`src/rtl/btn_pkg.sv`:
```
// -----------------------------------------------------------------------------
// btn_pkg
// Shared types and default timing for the button conditioning block.
//   rep_state_t        : auto-repeat FSM state per channel
//   *_40M constants    : default cycle counts for a 40 MHz system clock
//   max2()             : helper used to size the repeat counter
// -----------------------------------------------------------------------------
package btn_pkg;

  typedef enum logic [1:0] {
    IDLE   = 2'd0,
    DELAY  = 2'd1,
    REPEAT = 2'd2
  } rep_state_t;

  localparam int DEBOUNCE_CYC_40M  = 400000;    // 10 ms
  localparam int REPEAT_DELAY_40M  = 20000000;  // 0.5 s
  localparam int REPEAT_PERIOD_40M = 4000000;   // 0.1 s

  function automatic int max2(input int a, input int b);
    if (a > b) begin
      return a;
    end else begin
      return b;
    end
  endfunction

endpackage

```
`src/rtl/btn_debounce_ch.sv`:
```
// -----------------------------------------------------------------------------
// btn_debounce_ch
// One button channel: 2-flop synchroniser, debounce counter and auto-repeat FSM.
// Ports:
//   clk          in  system clock
//   rst          in  synchronous reset, active high
//   btn_raw      in  raw asynchronous button, active high
//   btn_level    out debounced level
//   btn_press    out 1-cycle pulse when a 0->1 change is accepted
//   btn_release  out 1-cycle pulse when a 1->0 change is accepted
//   btn_repeat   out 1-cycle auto-repeat pulse while held
// All outputs are registered.
// -----------------------------------------------------------------------------
module btn_debounce_ch
  import btn_pkg::*;
#(
  parameter int DEBOUNCE_CYC  = DEBOUNCE_CYC_40M,
  parameter int REPEAT_DELAY  = REPEAT_DELAY_40M,
  parameter int REPEAT_PERIOD = REPEAT_PERIOD_40M
) (
  input  logic clk,
  input  logic rst,
  input  logic btn_raw,
  output logic btn_level,
  output logic btn_press,
  output logic btn_release,
  output logic btn_repeat
);

  localparam int CNT_W  = $clog2(DEBOUNCE_CYC + 1);
  localparam int RCNT_W = $clog2(max2(REPEAT_DELAY, REPEAT_PERIOD) + 1);

  localparam logic [CNT_W-1:0]  DB_LAST = CNT_W'(DEBOUNCE_CYC - 1);
  localparam logic [RCNT_W-1:0] RD_LAST = RCNT_W'(REPEAT_DELAY - 1);
  localparam logic [RCNT_W-1:0] RP_LAST = RCNT_W'(REPEAT_PERIOD - 1);

  logic              sync1_q, sync1_d;
  logic              sync2_q, sync2_d;
  logic [CNT_W-1:0]  cnt_q, cnt_d;
  logic              level_q, level_d;
  logic              press_q, press_d;
  logic              release_q, release_d;
  logic              accept_s;

  rep_state_t        state_q, state_d;
  logic [RCNT_W-1:0] rcnt_q, rcnt_d;
  logic              repeat_q, repeat_d;

  // Synchroniser and debounce: count cycles the synced input disagrees with the
  // accepted level; any agreeing cycle restarts the count. Using >= on the
  // terminal value keeps the counter saturating rather than wrapping.
  always_comb begin
    sync1_d  = btn_raw;
    sync2_d  = sync1_q;
    accept_s = 1'b0;
    level_d  = level_q;
    cnt_d    = cnt_q;
    if (sync2_q != level_q) begin
      if (cnt_q >= DB_LAST) begin
        accept_s = 1'b1;
        level_d  = sync2_q;
        cnt_d    = '0;
      end else begin
        cnt_d = cnt_q + CNT_W'(1);
      end
    end else begin
      cnt_d = '0;
    end
    press_d   = accept_s & sync2_q;
    release_d = accept_s & ~sync2_q;
  end

  // Synchroniser, debounce counter, level and edge-pulse registers.
  always_ff @(posedge clk) begin
    if (rst) begin
      sync1_q   <= 1'b0;
      sync2_q   <= 1'b0;
      cnt_q     <= '0;
      level_q   <= 1'b0;
      press_q   <= 1'b0;
      release_q <= 1'b0;
    end else begin
      sync1_q   <= sync1_d;
      sync2_q   <= sync2_d;
      cnt_q     <= cnt_d;
      level_q   <= level_d;
      press_q   <= press_d;
      release_q <= release_d;
    end
  end

  // Repeat FSM state register (repeat pulse is registered alongside).
  always_ff @(posedge clk) begin
    if (rst) begin
      state_q  <= IDLE;
      rcnt_q   <= '0;
      repeat_q <= 1'b0;
    end else begin
      state_q  <= state_d;
      rcnt_q   <= rcnt_d;
      repeat_q <= repeat_d;
    end
  end

  // Repeat FSM next state; an accepted release wins over any timer expiry.
  always_comb begin
    state_d = state_q;
    rcnt_d  = rcnt_q;
    case (state_q)
      IDLE: begin
        rcnt_d = '0;
        if (press_d) begin
          state_d = DELAY;
        end else begin
          state_d = IDLE;
        end
      end
      DELAY: begin
        if (release_d) begin
          state_d = IDLE;
          rcnt_d  = '0;
        end else if (rcnt_q >= RD_LAST) begin
          state_d = REPEAT;
          rcnt_d  = '0;
        end else begin
          rcnt_d = rcnt_q + RCNT_W'(1);
        end
      end
      REPEAT: begin
        if (release_d) begin
          state_d = IDLE;
          rcnt_d  = '0;
        end else if (rcnt_q >= RP_LAST) begin
          rcnt_d = '0;
        end else begin
          rcnt_d = rcnt_q + RCNT_W'(1);
        end
      end
      default: begin
        state_d = IDLE;
        rcnt_d  = '0;
      end
    endcase
  end

  // Repeat FSM output: pulse on timer expiry unless the button is being released.
  always_comb begin
    repeat_d = 1'b0;
    if (release_d) begin
      repeat_d = 1'b0;
    end else begin
      case (state_q)
        DELAY:   repeat_d = (rcnt_q >= RD_LAST);
        REPEAT:  repeat_d = (rcnt_q >= RP_LAST);
        default: repeat_d = 1'b0;
      endcase
    end
  end

  assign btn_level   = level_q;
  assign btn_press   = press_q;
  assign btn_release = release_q;
  assign btn_repeat  = repeat_q;

endmodule

```
`src/rtl/btn_debounce.sv`:
```
// -----------------------------------------------------------------------------
// btn_debounce
// Conditions N_BTN raw board buttons for the game logic: each channel is
// synchronised, debounced and given press/release/auto-repeat pulses.
// Ports:
//   clk          in  system clock (40 MHz)
//   rst          in  synchronous reset, active high
//   btnS         in  [N_BTN] raw asynchronous buttons, active high
//   btn_level    out [N_BTN] debounced level
//   btn_press    out [N_BTN] 1-cycle pulse on accepted 0->1
//   btn_release  out [N_BTN] 1-cycle pulse on accepted 1->0
//   btn_repeat   out [N_BTN] 1-cycle auto-repeat pulse while held
// -----------------------------------------------------------------------------
module btn_debounce
  import btn_pkg::*;
#(
  parameter int N_BTN         = 3,
  parameter int DEBOUNCE_CYC  = DEBOUNCE_CYC_40M,
  parameter int REPEAT_DELAY  = REPEAT_DELAY_40M,
  parameter int REPEAT_PERIOD = REPEAT_PERIOD_40M
) (
  input  logic             clk,
  input  logic             rst,
  input  logic [N_BTN-1:0] btnS,
  output logic [N_BTN-1:0] btn_level,
  output logic [N_BTN-1:0] btn_press,
  output logic [N_BTN-1:0] btn_release,
  output logic [N_BTN-1:0] btn_repeat
);

  // Zero-length timings would make the terminal-count compares meaningless.
  if (N_BTN < 1 || DEBOUNCE_CYC < 1 || REPEAT_DELAY < 1 || REPEAT_PERIOD < 1) begin : g_param_chk
    $error("btn_debounce: N_BTN and all timing parameters must be >= 1");
  end

  for (genvar i = 0; i < N_BTN; i++) begin : g_ch
    btn_debounce_ch #(
      .DEBOUNCE_CYC  (DEBOUNCE_CYC),
      .REPEAT_DELAY  (REPEAT_DELAY),
      .REPEAT_PERIOD (REPEAT_PERIOD)
    ) u_ch (
      .clk         (clk),
      .rst         (rst),
      .btn_raw     (btnS[i]),
      .btn_level   (btn_level[i]),
      .btn_press   (btn_press[i]),
      .btn_release (btn_release[i]),
      .btn_repeat  (btn_repeat[i])
    );
  end

endmodule

```
`config.mk`:
```
export PLATFORM = sky130hd
export DESIGN_NAME = btn_debounce
export DESIGN_NICKNAME = d
export VERILOG_FILES = /design/src/rtl/btn_pkg.sv /design/src/rtl/btn_debounce_ch.sv /design/src/rtl/btn_debounce.sv
export SDC_FILE = /design/constraint.sdc
export NUM_CORES = 1
export LEC_CHECK = 0
export BUFFER_PORTS_ARGS = -buffer_cell sky130_fd_sc_hd__buf_2
export CORE_UTILIZATION = 35
export DETAILED_ROUTE_END_ITERATION = 10
export HOLD_SLACK_MARGIN = 0.1
export PLACE_DENSITY = 0.55
export REMOVE_ABC_BUFFERS = 1
export SLEW_MARGIN = 20
export SYNTH_ARGS = -nofsm -noshare
export SYNTH_HDL_FRONTEND = slang
export SYNTH_SLANG_ARGS = --single-unit
```
`constraint.sdc`:
```
create_clock -name clk -period 3.1 [get_ports clk]
set_clock_uncertainty 0.1 [all_clocks]
set_input_delay 0.31 -clock clk [delete_from_list [all_inputs] [get_ports clk]]
set_output_delay 0.31 -clock clk [all_outputs]
set_load 0.01 [all_outputs]
```
==> reports/qor.txt, run 1 <==
Reg2Reg Setup Slack = 780 ps
CP Class = register to register
top-area cell type share of the netlist area = 42.73%
share of layout cells above drive strength 1 = 8.121%
chip width = 146.5 um
Critical Path Slowest Stage Cell = o311a_1
initial antenna violation count = 0
max-cap viol count = 0
wire per inst = 11.58 um
Worst Setup SP = g_ch[2].u_ch.rcnt_q[4]
synthesized flop and latch total = 156
LEAKAGE = 2.779 nW
placed cell area = 7545 um^2
type of origin of the critical path = register
status = complete, no violations
CP peak stage delay = 430 ps
Final Hold Violating Endpoints = 0
VDD IR max = 260.2 uV
largest net degree at the start of global routing = 26
sw frac = 19.40%
post-synth cell types = 61
multi-input logic area = 3880 um^2
Final setup viols = 0
Reg power frac = 46.9%
num rows = 52
Pwr Total = 4.293 mW
worst rel slew slack = 58.49%
# nets final = 870
post-route DRC violation count = 0
CP endpoint kind = register
Least-Margin Pin Slew = 616.9 ps
worst path required time = 3300 ps
top cells by area, synth = dfxtp_1 (43%), nor2_1 (8.6%), xor2_1 (8.5%)
ANT cells = 0
crit-path cells = and4_1 -> nand4_1 -> o311a_1 -> o2111a_1 -> o21ai_2 -> buf_4 -> nor2_1
Critical Path AT = 2520 ps
ys async rst share = 0%
Post-CTS Hold Fix Bufs = 3
core area = 20360 um^2
Worst R2R Path Depth = 7
total CTS buffers = 17
via count = 5475
H-Tree Depth = 4
post-CTS resize count = 0
CP Max Fanout = 25
reg-to-reg endpoint = g_ch[2].u_ch.rcnt_q[16]
RR Startpoint = g_ch[2].u_ch.rcnt_q[4]
Final period util = 74.86%
Pwr Density = 522.7 nW/um^2
Avg Inst Size Synth = 8.661 um^2
Psw = 832.8 uW
Int Pwr = 3.460 mW
synth warn = 0
DIE HEIGHT = 146.5 um
Initial Utilization = 35.89%
ANT nets after route = 0
area delta synth->final = 12.36%
Clock Path Buffers = 2
CP Capture Point = g_ch[2].u_ch.rcnt_q[16]
Seq/Total Area, Yosys = 42.73%
Final min period = 2321 ps
gr usage total = 12.98%
unrepaired setup endpoints after global routing = false
Comb power frac = 0.6%
total gr overflow = 0
Final Cell Area = 8213 um^2
EDFF count, synth = 0
clock network power share = 52.5%
IO Pins = 17
min-delay worst type = input port to register
CTS Sinks = 156
PortBufs = 16
sequential cell area = 3123 um^2
Synth Instances = 844
Setup Fix Bufs, Post-CTS = 0
clock root cell = clkbuf_16
Filler cells = 2056
fmax = 430.9 MHz
hpwl dp = 8975 um
Routed WL = 13110 um
setup_tns = 0 ps
Mapped Area = 7310 um^2
initial DRC count = 286
vias in the first global route = 5113
CTS tree = yes
die area = 21470 um^2
placer's final routability congestion estimate = 0.7545
first-pass iteration count of the detailed router = 4
insertion delay to the later sink of the worst-skew pair = 430 ps
leading register cell type out of synthesis = dfxtp_1
routed vias/inst = 4.837
Slew Limit Fails = 0
global-route wire length before repair = 23050 um
Worst-path clk slew = 60 ps
area leader, netlist = dfxtp_1
worst hold margin = 185.0 ps
==> critical path: cells and delay by family (launching register included) <==
| kind | cells | cell delay, ps |
|---|---|---|
| flops | 1 | 400 |
| simple gates | 3 | 650 |
| buf+inv | 1 | 290 |
| compound gates | 3 | 770 |
==> synthesized netlist by cell type (6+ instances only) <==
cell type	number
nor3_1	18
inv_1	21
buf_4	14
nand4_1	29
xor2_1	71
a21oi_1	11
dfxtp_1	156
and3_1	16
nor2_4	8
nand2_1	58
ha_1	15
xnor2_1	44
or3_1	8
nor2b_1	14
nor4_1	7
nor2_1	167
and4_1	19
clkbuf_1	14
o21ai_0	11
nand3_1	47
or4_1	6
buf_2	7
a31oi_1	7
==> sequential cells by signal, summed over array words and instances, names as in the netlist <==
register	count
g_ch.u_ch.btn_release	3
g_ch.u_ch.cnt_q	57
g_ch.u_ch.btn_repeat	3
g_ch.u_ch.rcnt_q	75
g_ch.u_ch.btn_press	3
g_ch.u_ch.sync1_q	3
g_ch.u_ch.btn_level	3
g_ch.u_ch.state_q	6
g_ch.u_ch.sync2_q	3
==> power groups by stage <==
stage	sequential, mW	combinational [mW]	clock [mW]
after floorplan	2.06	0.0139	0
after global placement	2.06	0.0258	0
after detailed placement	2.06	0.0261	0
after CTS	2.01	0.0289	2.33
after global routing	2.01	0.0308	2.41
final	2.01	0.0275	2.25
==> per-layer routing <==
| layer | vias up | GRT usage, % | part of all wire, % |
|---|---|---|---|
| met4 | 0 | 5.365 | 1.6 |
| met5 | - | 0 | 0 |
| li1 | 2897 | - | - |
| met2 | 46 | 20.33 | 43 |
| met3 | 18 | 3.531 | 2.5 |
| met1 | 2514 | 16.79 | 52 |
==> worst min-delay path by stage <==
stage | cells after the start | startpoint | end | slack (ps)
finish | 2 | rst | g_ch[0].u_ch.btn_level | 180
global route | 2 | rst | g_ch[0].u_ch.btn_level | 190
CTS | 2 | rst | g_ch[0].u_ch.btn_level | 190
detailed placement | 1 | g_ch[1].u_ch.sync1_q | g_ch[1].u_ch.sync2_q | 330
global placement | 1 | g_ch[1].u_ch.sync1_q | g_ch[1].u_ch.sync2_q | 320
floorplan | 1 | rst | g_ch[0].u_ch.sync1_q | 280
==> cell families after synthesis <==
| logic type | share of synthesized area (%) |
|---|---|
| flops | 42.73 |
| buf+inv | 4.194 |
| xor+xnor | 13.78 |
| compound gates | 7.686 |
| mux | 0.5478 |
| fa+ha+maj | 2.568 |
| simple gates | 28.50 |
==> stage by stage <==
step	util, %	worst slack, ps	std cells
2_1_floorplan	-	630.9	806
3_3_place_gp	37.05	858.5	1098
3_5_place_dp	37.05	783.7	1098
4_1_cts	40.33	765.4	1132
5_1_grt	40.33	609.1	1132
6_report	40.33	779.3	1132
==> placed cells by master, fill, tap and decap left out, types with 16 or more instances in the layout <==
cell type  instances
nand4_1           29
nor2_1           167
and3_1            16
xnor2_1           44
nand2_1           58
nor3_1            18
nand3_1           47
dfxtp_1          156
xor2_1            71
inv_1             21
buf_2             16
clkbuf_16         17
and4_1            19
==> area by class of cell <==
cell class / count / area share, %
Clock inverter: 12 / 2.377
Tap cell: 270 / 4.113
Timing Repair Buffer: 25 / 1.889
Inverter: 21 / 0.9598
Multi-Input combinational cell: 629 / 47.24
Sequential cell: 156 / 38.03
Clock buffer: 19 / 5.393
Note: power is estimated with default switching activity, not from simulation.
==> inputs of run 2 (changes only) <==
--- a/config.mk
+++ b/config.mk
@@ -5,6 +5,7 @@
 export SDC_FILE = /design/constraint.sdc
 export NUM_CORES = 1
 export LEC_CHECK = 0
+export ABC_AREA = 1
 export BUFFER_PORTS_ARGS = -buffer_cell sky130_fd_sc_hd__buf_2
 export CORE_UTILIZATION = 35
 export DETAILED_ROUTE_END_ITERATION = 10
==> constraint.sdc (replaced) <==
create_clock -name clk -period 2.2 [get_ports clk]
set_clock_uncertainty 0.1 [all_clocks]
set_input_delay 0.22 -clock clk [delete_from_list [all_inputs] [get_ports clk]]
set_output_delay 0.22 -clock clk [all_outputs]
set_load 0.01 [all_outputs]
==> run 2 against run 1 <==
Power rose by 33%. Largest cell class unchanged. Highest routed layer unchanged. Maximum frequency rose by 17%. Hold slack got worse by 78 ps. Via count rose by 28%. Wire length rose by 26%. Synthesized area rose by 14%. First-iteration DRC count rose by 10%. Design area rose by 14%. Critical endpoint unchanged. Final cell count rose by 37%. Register-to-register slack got worse by 570 ps. Utilization fell by 0.39 points. Non-clock buffer count rose by 13.
==> reports/qor.txt, run 2 <==
status = complete, no violations
min-delay worst type = input port to register
total CTS buffers = 17 (unchanged)
most frequent cells in the layout = nand2_1 (229), nor2_1 (228), dfxtp_1 (155), inv_1 (148), nand3_1 (70)
most common cell after layout, fill and taps aside = nand2_1
sequential cell area = 3124 um^2 (about the same)
placer's final routability congestion estimate = 0.8431 (+12%)
Critical Path Slowest Stage Cell = dfxtp_1
Final Hold Violating Endpoints = 0 (unchanged)
ANT cells = 0 (unchanged)
total gr overflow = 0 (unchanged)
largest family of logic cells by synthesized area = simple AND/OR/NAND/NOR gates
EDFF count, synth = 0 (unchanged)
reg-to-reg endpoint = g_ch[2].u_ch.rcnt_q[16]
Worst R2R Path Depth = 13 (+6)
CTS tree = yes
Synth Instances = 1193 (+41%)
initial DRC count = 316 (+10%)
wire per inst = 10.62 um (-8.3%)
CP Capture Point = g_ch[2].u_ch.rcnt_q[16]
Synth Area in Adders = 2.257% (-0.31 points)
Slew Limit Fails = 0 (unchanged)
Reg power frac = 49.5% (+2.6 points)
most instantiated library cell after synthesis = nand2_1
CP endpoint kind = register
Pwr Total = 5.724 mW (+33%)
top cells by area, synth = dfxtp_1 (38%), nand2_1 (10%), nor2_1 (10%)
routed vias/inst = 4.496 (-7.0%)
Post-Synth XOR/XNOR Area = 8.005% (-5.8 points)
Final setup viols = 0 (unchanged)
ys async rst share = 0% (unchanged)
RR Startpoint = g_ch[2].u_ch.rcnt_q[1]
insertion delay to the later sink of the worst-skew pair = 420 ps (about the same)
Top reg by flops = g_ch.u_ch.rcnt_q
Worst-path clk slew = 60 ps (about the same)
worst path required time = 2420 ps (-880 ps)
Int Pwr = 4.521 mW (+31%)
CP peak stage delay = 350 ps (-80 ps)
type of origin of the critical path = register
# nets final = 1242 (+43%)
CP Max Fanout = 10 (-60%)
multiplexer share of the synthesized area = 0% (-0.55 points)
via count = 6987 (+28%)
sw frac = 21.01% (+1.6 points)
Seq/Total Area, Yosys = 37.56% (-5.2 points)
Mapped Area = 8315 um^2 (+14%)
DIE HEIGHT = 156.1 um (+6.6%)
Clock Path Buffers = 2 (unchanged)
Psw = 1.202 mW (+44%)
Least-Margin Pin Slew = 406.7 ps (-210.2 ps)
initial antenna violation count = 0 (unchanged)
post-synth cell types = 46 (-25%)
top cells by count, synth = nand2_1 (230), nor2_1 (228), dfxtp_1 (156), inv_1 (148), nand3_1 (70)
die area = 24380 um^2 (+14%)
gr usage total = 14.43% (+1.4 points)
area delta synth->final = 12.41% (about the same)
num rows = 56 (+7.7%)
LEAKAGE = 3.501 nW (+26%)
leading register cell type out of synthesis = dfxtp_1
Pwr Density = 612.3 nW/um^2 (+17%)
CTS Sinks = 156 (unchanged)
vias in the first global route = 6504 (+27%)
hpwl dp = 12380 um (+38%)
CP Class = register to register
core area = 23400 um^2 (+15%)
clock root cell = clkbuf_16
worst rel slew slack = 72.74% (+14 points)
Comb power frac = 0.8% (+0.2 points)
Top Registers = g_ch.u_ch.rcnt_q: 75 flops, g_ch.u_ch.cnt_q: 57 flops, g_ch.u_ch.state_q: 6 flops
clock network power share = 49.6% (-2.9 points)
ANT nets after route = 0 (unchanged)
VDD IR max = 468.3 uV (+80%)
Initial Utilization = 35.53% (-0.36 points)
Routed WL = 16510 um (+26%)
Post-Synth Simple-Gate Area = 37.89% (+9.4 points)
CP top delay family = simple AND/OR/NAND/NOR gates
max reg flops = 75 (unchanged)
fmax = 502.7 MHz (+17%)
Filler cells = 2515 (+22%)
H-Tree Depth = 4 (unchanged)
largest net degree at the start of global routing = 26 (unchanged)
synthesized flop and latch total = 156 (unchanged)
Avg Inst Size Synth = 6.970 um^2 (-20%)
Worst Setup SP = g_ch[2].u_ch.rcnt_q[1]
IO Pins = 17 (unchanged)
Final period util = 90.43% (+16 points)
Final min period = 1989 ps (-331.4 ps)
share of layout cells above drive strength 1 = 12.06% (+3.9 points)
global-route wire length before repair = 28950 um (+26%)
post-route DRC violation count = 0 (unchanged)
Critical Path AT = 2210 ps (-310 ps)
area leader, netlist = dfxtp_1
post-synthesis compound-gate area fraction = 4.589% (-3.1 points)
first-pass iteration count of the detailed router = 5 (+1)
Reg2Reg Setup Slack = 210 ps (-570 ps)
multi-input logic area = 4399 um^2 (+13%)
PortBufs = 16 (unchanged)
setup_tns = 0 ps (unchanged)
chip width = 156.1 um (+6.6%)
WP depth = 13 (+6)
synth warn = 0 (unchanged)
crit-path cells = ha_2 -> nand3_2 -> nor2_2 -> nand2_2 -> nor2_4 -> nand3_1 -> nor2_2 -> nor2_1 -> nand2_2 -> nand2_2 -> nand2_8 -> buf_12 -> nor2_2
max-cap viol count = 0 (unchanged)
Buffers & Inverters on Critical Path = 1 (unchanged)
top-area cell type share of the netlist area = 37.56% (-5.2 points)
[run 2: cell count changes in the layout (fill, tap and decap cells not counted), sizes merged, moves of 11 or more]
cell | before | now
nand2 | 58 | 243
inv | 21 | 156
nor2 | 177 | 264
nor3 | 18 | 52
nand3 | 47 | 79
xnor2 | 44 | 16
a21oi | 11 | 35
and4 | 19 | 0
and3 | 17 | 1
nor2b | 14 | 0
buf | 22 | 35
xor2 | 71 | 60
[run 2: timing repair]
item / 4_1_cts / 5_1_grt
endpoints found under the hold margin: 3 / 0
setup buffers: 0 / 5
setup endpoints to repair: 0 / 15
hold buffers: 3 / 0
gates resized for setup: 0 / 4
[run 2: per-layer routing]
metal  up-vias  global-route usage (%)  share of wire (%)
met5         -                       0                  0
met4         0                   4.202                1.2
met3        18                   3.500                2.6
met2        72                   24.00                 46
met1      3107                   18.41                 50
li1       3790                       -                  -
[run 2: cells by family after synthesis]
family / count (synthesis)
simple gates: 692
buf+inv: 184
flops: 156
xor+xnor: 76
compound gates: 70
fa+ha+maj: 15
[run 2: area by class of cell]
cell class / instances / share of cell area (%)
clock buffers: 22 / 5.180
flip-flops and latches: 156 / 33.42
inverters: 156 / 6.264
clock inverters: 10 / 0.9637
multi-input cells: 853 / 47.06
repair buffers: 38 / 2.838
well taps: 319 / 4.270
[run 2: how the worst min path moves through the flow]
stage | startpoint | endpoint | slack (ps) | depth (start not counted)
2_1_floorplan | rst | g_ch[2].u_ch.btn_level | 190 | 1
3_3_place_gp | g_ch[1].u_ch.sync1_q | g_ch[1].u_ch.sync2_q | 290 | 2
3_5_place_dp | g_ch[1].u_ch.sync1_q | g_ch[1].u_ch.sync2_q | 290 | 2
4_1_cts | rst | g_ch[2].u_ch.btn_level | 110 | 3
5_1_grt | rst | g_ch[2].u_ch.sync2_q | 110 | 3
6_report | rst | g_ch[2].u_ch.btn_level | 110 | 3
[run 2: power by group through the flow]
stage / Combinational (mW) / Sequential [mW] / Clock (mW)
4_1_cts: 0.0493 / 2.83 / 2.93
6_report: 0.0475 / 2.84 / 2.84
2_1_floorplan: 0.0196 / 2.90 / 0
5_1_grt: 0.0530 / 2.83 / 3.05
3_3_place_gp: 0.0450 / 2.90 / 0
3_5_place_dp: 0.0452 / 2.90 / 0
[run 2: tightest hold or removal path: cells and delay by family]
kind | cells | cell delay, ps
compound gates | 1 | 60
buf+inv | 2 | 290
[run 2: metrics by stage]
| step | utilization (%) | instances | cell area (um^2) | setup WS, ps | hold WS [ps] |
|---|---|---|---|---|---|
| final | 39.94 | 1554 | 9348 | 210.6 | 107.3 |
| after global routing | 39.94 | 1554 | 9348 | -0.9051 | 112.1 |
| after CTS | 39.72 | 1549 | 9295 | 103.5 | 108.7 |
| after detailed placement | 37.14 | 1514 | 8691 | 129.0 | 292.0 |
| after global placement | 37.14 | 1514 | 8691 | 175.1 | 291.0 |
| after floorplan | - | 1165 | 8094 | 359.4 | 189.1 |
